File: src/rtl/flex_timer.sv
// rtl/flex_timer.sv - up/down counter with prescaler and wrap/saturate/one-shot terminal modes
module flex_timer #(
    parameter int NUM_CNT_BITS  = 8,
    parameter int PRESCALE_BITS = 4
) (
    input  logic                     clk,
    input  logic                     n_rst,
    input  logic                     clear,
    input  logic                     load,
    input  logic [NUM_CNT_BITS-1:0]  load_val,
    input  logic [NUM_CNT_BITS-1:0]  reset_val,
    input  logic [NUM_CNT_BITS-1:0]  rollover_val,
    input  logic                     count_enable,
    input  logic                     dir,
    input  logic [1:0]               mode,
    input  logic [PRESCALE_BITS-1:0] prescale_val,
    output logic [NUM_CNT_BITS-1:0]  count_out,
    output logic                     rollover_flag,
    output logic                     rollover_pulse,
    output logic                     active,
    output logic                     done
);

    typedef enum logic {RUN, HALT} state_t;

    localparam logic [NUM_CNT_BITS-1:0] ONE = {{(NUM_CNT_BITS-1){1'b0}}, 1'b1};

    state_t                   state, state_next;
    logic [PRESCALE_BITS-1:0] pre, pre_next;
    logic [NUM_CNT_BITS-1:0]  count_next, terminal;
    logic                     flag_next, pulse_next;
    logic                     tick, live, at_term, oneshot, saturate;

    always_ff @(posedge clk, negedge n_rst) begin
        if (!n_rst) begin
            state          <= RUN;
            pre            <= '0;
            count_out      <= '0;
            rollover_flag  <= 1'b0;
            rollover_pulse <= 1'b0;
        end else begin
            state          <= state_next;
            pre            <= pre_next;
            count_out      <= count_next;
            rollover_flag  <= flag_next;
            rollover_pulse <= pulse_next;
        end
    end

    always_comb begin
        terminal   = dir ? ONE : rollover_val;
        live       = (rollover_val != '0);
        saturate   = (mode == 2'b01);
        oneshot    = (mode == 2'b10);
        // >= so that lowering prescale_val below the running prescaler ticks at once
        tick       = count_enable && (state == RUN) && (pre >= prescale_val);
        at_term    = dir ? (count_out <= ONE) : (count_out >= rollover_val);

        state_next = state;
        pre_next   = pre;
        count_next = count_out;
        flag_next  = rollover_flag;
        pulse_next = 1'b0;

        if (clear) begin
            count_next = reset_val;
            pre_next   = '0;
            state_next = RUN;
            flag_next  = (reset_val == terminal) && live;
        end else if (load) begin
            count_next = load_val;
            pre_next   = '0;
            state_next = RUN;
            flag_next  = (load_val == terminal) && live;
        end else if (tick) begin
            pre_next = '0;
            if (live) begin
                if (at_term) begin
                    if (oneshot)
                        state_next = HALT;
                    else if (saturate)
                        count_next = terminal;
                    else
                        count_next = dir ? rollover_val : ONE;
                end else if (dir) begin
                    count_next = (count_out > rollover_val) ? rollover_val : count_out - ONE;
                end else begin
                    count_next = count_out + ONE;
                end
                pulse_next = (count_next == terminal) && (count_out != terminal);
            end
            flag_next = (count_next == terminal) && live;
        end else begin
            if (count_enable && (state == RUN))
                pre_next = pre + 1'b1;
            // the flag is frozen once a one-shot has finished
            if (state == RUN)
                flag_next = (count_out == terminal) && live;
        end
    end

    assign active = (state == RUN);
    assign done   = (state == HALT);

endmodule

File: config.mk
export PLATFORM = sky130hd
export DESIGN_NAME = flex_timer
export DESIGN_NICKNAME = d
export VERILOG_FILES = /design/src/rtl/flex_timer.sv
export SDC_FILE = /design/constraint.sdc
export NUM_CORES = 1
export LEC_CHECK = 0
export CAP_MARGIN = 25
export CORE_MARGIN = 4
export CORE_UTILIZATION = 58
export DETAILED_ROUTE_END_ITERATION = 6
export PLACE_DENSITY = 0.95
export SKIP_LAST_GASP = 1
export SYNTH_ARGS = -nofsm -noshare
export SYNTH_HDL_FRONTEND = slang
export SYNTH_SLANG_ARGS = --single-unit
File: constraint.sdc
create_clock -name clk -period 6.8 [get_ports clk]
set_input_delay 1.36 -clock clk [delete_from_list [all_inputs] [get_ports clk]]
set_output_delay 1.36 -clock clk [all_outputs]
set_load 0.03 [all_outputs]
==> metrics.yaml <==
routing:
  routed_via_density: 7.04
  drc: 0
  wire_per_inst_um: 20.3
  wl_mm: 8.59
  vias: 2976
  drtAntennaViolNets: 0
  dr.pass1.iters: 6
  drt_first_iter_violations: 384
sta:
  whs_ns: 0.573
  fin_crit_sh: 0.736
  final_hold_viol_count: 0
  rsz0062_at_grt: "no"
  worst_pin_slew_ns: 0.736
  maxSlewHeadroom: 0.508
  tns_ns: 0
  min_period_ns: 5.00
  max_freq_mhz: 200
  finalSetupViolations: 0
  skew_ns: 0.00250
  slew_violations: 0
logic_synthesis:
  synth_top_flop_cell: "dfrtp_1"
  synth-simple-area-share: 0.274
  synth_area_per_cell_um2: 7.31
  synth_compound_area_frac: 0.331
  yosys.area_share.adder: 0.0793
  ys_warn_count: 0
  syn-num-nets: 397
  synth_cells: 345
  netlist_area_um2: 2520
  synth.area.mux_share: 0.0159
  seq_area_frac_synth: 0.149
  async_flop_share: 1.00
  synth-seq-cells: 15
  synth_top_family_by_area: "compound AO/OA/AOI/OAI gates"
  synth-edff-count: 0
  synth_xor_area_frac: 0.0729
  ys_types: 74
cts:
  numCtsBuffers: 3
  cts_root_buf: "clkbuf_8"
  clock-sinks: 15
  cts_tree: "yes"
  clk_latency_ns: 0.25
  clk_path_buf_depth: 2
  path_clk_slew_ns: 0.06
  cts-htree-levels: 1
  hold_buffers: 0
  postCtsSetupRepairBufs: 0
  post_cts_resized: 0
final_layout:
  fillers: 346
  layout.cells.non_filler: 423
  layout-drive-gt1-share: 0.0697
  nNetsFinal: 426
  layout_common_cells: "clkdlybuf4s50_1 (47), nand2_1 (37), nor2_1 (27)"
  syn2layout_area_growth_pct: 18.8
  multi_input_area_um2: 1950
  final_common_cell: "clkdlybuf4s50_1"
  n_antenna_cell: 0
  seqCellArea_um2: 375
critical_path:
  crit_family: "compound AO/OA/AOI/OAI gates"
  crit_chain: "clkdlybuf4s50_1 -> inv_1 -> ha_1 -> a21oi_1 -> a21oi_4 -> o21ai_0 -> nor3_1 -> o31ai_4 -> o221ai_2 -> o22a_1 -> nor4_1 -> a31o_1"
  crit_buf_inv: 2
  cp_slowest_stage_delay_ns: 0.71
  endpoint_kind: "flip-flop"
  startpoint_type: "input port"
  arrival_ns: 5.19
  critPathRequiredTime_ns: 6.99
  cp_slowest_cell: "clkdlybuf4s50_1"
  crit_type: "in -> reg"
  crit_path_max_fanout: 10
die:
  fp.dieH_um: 74.0
  die-width_um: 74.0
  pin_count: 48
  std_cell_rows: 23
  start_util: 0.613
  die_area_um2: 5470
  core_area_um2: 4120
flow_run:
  drv_cap: 0
hold_path:
  worstHoldPathType: "reg -> reg"
grt:
  antenna_found_initial: 0
  grt_pass1_wl_mm: 13.9
  grt_usage: 0.326
  first_global_vias: 2786
  grt_start_max_net_pins: 23
  grt_overflow_total: 0
placement:
  dpl.cell_count: 419
  dp_hpwl_mm: 6.52
  portBuffers: 47
  place.gp.congestion: 1.06
power:
  leakage_nw: 1.16
  ir_worst_vdd_uv: 119
  powerDensity_nw_per_um2: 141
run_status:
  status: "complete, no violations"
[worst min-delay path, stage by stage, from the launching register on]
cell     delay, ns
dfrtp_1       0.37
nor2_1        0.06
nand2_1       0.06
a21oi_1       0.06
[report_power, final]
| part | switching [W] | internal [W] | total, W |
|---|---|---|---|
| Combinational | 0.000133 | 0.0000973 | 0.000231 |
| Sequential | 0.0000243 | 0.0000939 | 0.000118 |
| Clock | 0.0000339 | 0.0000407 | 0.0000746 |
[path summary, 6_finish.rpt]
kind,start,end,slack [ns],cells past startpoint
min in group asynchronous,n_rst,count_out[0]$_DFFE_PN0N_,1.54,1
hold / removal,pre[3]$_DFFE_PN0P_,pre[3]$_DFFE_PN0P_,0.57,3
setup reg to reg,count_out[3]$_DFFE_PN0N_,rollover_flag$_DFFE_PN0P_,2.96,10
setup / recovery,rollover_val[3],rollover_flag$_DFFE_PN0P_,1.80,12
hold reg to reg,pre[3]$_DFFE_PN0P_,pre[3]$_DFFE_PN0P_,0.57,3
max in group asynchronous,n_rst,rollover_flag$_DFFE_PN0P_,4.81,1
[per-stage QoR]
step / area [um^2] / worst slack [ns] / power [W] / utilization
after global placement: 2950 / 1.65 / 0.000339 / 0.718
final: 3000 / 1.80 / 0.000423 / 0.729
after global routing: 3000 / 1.69 / 0.000448 / 0.729
after detailed placement: 2950 / 1.66 / 0.000343 / 0.718
after floorplan: 2520 / 2.56 / 0.000271 / -
after CTS: 3000 / 1.88 / 0.000417 / 0.729
[Yosys cell counts (4+ instances only)]
cell	instances	share of area
clkbuf_1	14	0.021
o21ai_1	4	0.0079
mux2i_1	4	0.016
o32ai_1	6	0.021
dfrtp_1	15	0.15
nand4_1	10	0.025
a21oi_1	22	0.044
nor2b_1	5	0.012
buf_2	5	0.0099
ha_1	16	0.079
xor2_1	5	0.017
o22ai_1	6	0.015
inv_1	22	0.033
nand2_1	37	0.055
a31oi_1	4	0.0099
nor3b_1	4	0.012
nor2_1	27	0.040
nor3_1	7	0.014
o211ai_1	6	0.018
nand3_1	11	0.022
o21ai_0	12	0.024
xnor2_1	16	0.056
nor4_1	7	0.017
and3_1	5	0.012
[cells by family (layout without fill, tap and decap cells)]
group,Yosys count,count (layout)
and+or+nand+nor,134,134
muxes,4,4
DFF,15,15
buffers and inverters,47,75
xor gates and xnor gates,21,21
AOI/OAI and AO/OA,108,108
adders and majority gates,16,16
[flip-flops by register name, summed over array words and instances, names as in the netlist]
| name | count |
|---|---|
| count_out | 8 |
| done | 1 |
| pre | 4 |
| rollover_flag | 1 |
| rollover_pulse | 1 |
[metal layers]
metal / global-route usage / up-vias / part of all wire
li1: - / 1341 / -
met1: 0.449 / 1372 / 0.40
met2: 0.513 / 229 / 0.45
met3: 0.0865 / 34 / 0.13
met4: 0.0724 / 0 / 0.024
met5: 0 / - / 0
[layout make-up]
| cell class | instances | share of cell area |
|---|---|---|
| Timing Repair Buffer | 48 | 0.159 |
| Sequential cell | 15 | 0.125 |
| Clock inverter | 1 | 0.00167 |
| Multi-Input combinational cell | 283 | 0.650 |
| Clock buffer | 3 | 0.0138 |
| Inverter | 23 | 0.0288 |
| Tap cell | 50 | 0.0209 |
Power figures use the tool's default switching activity.
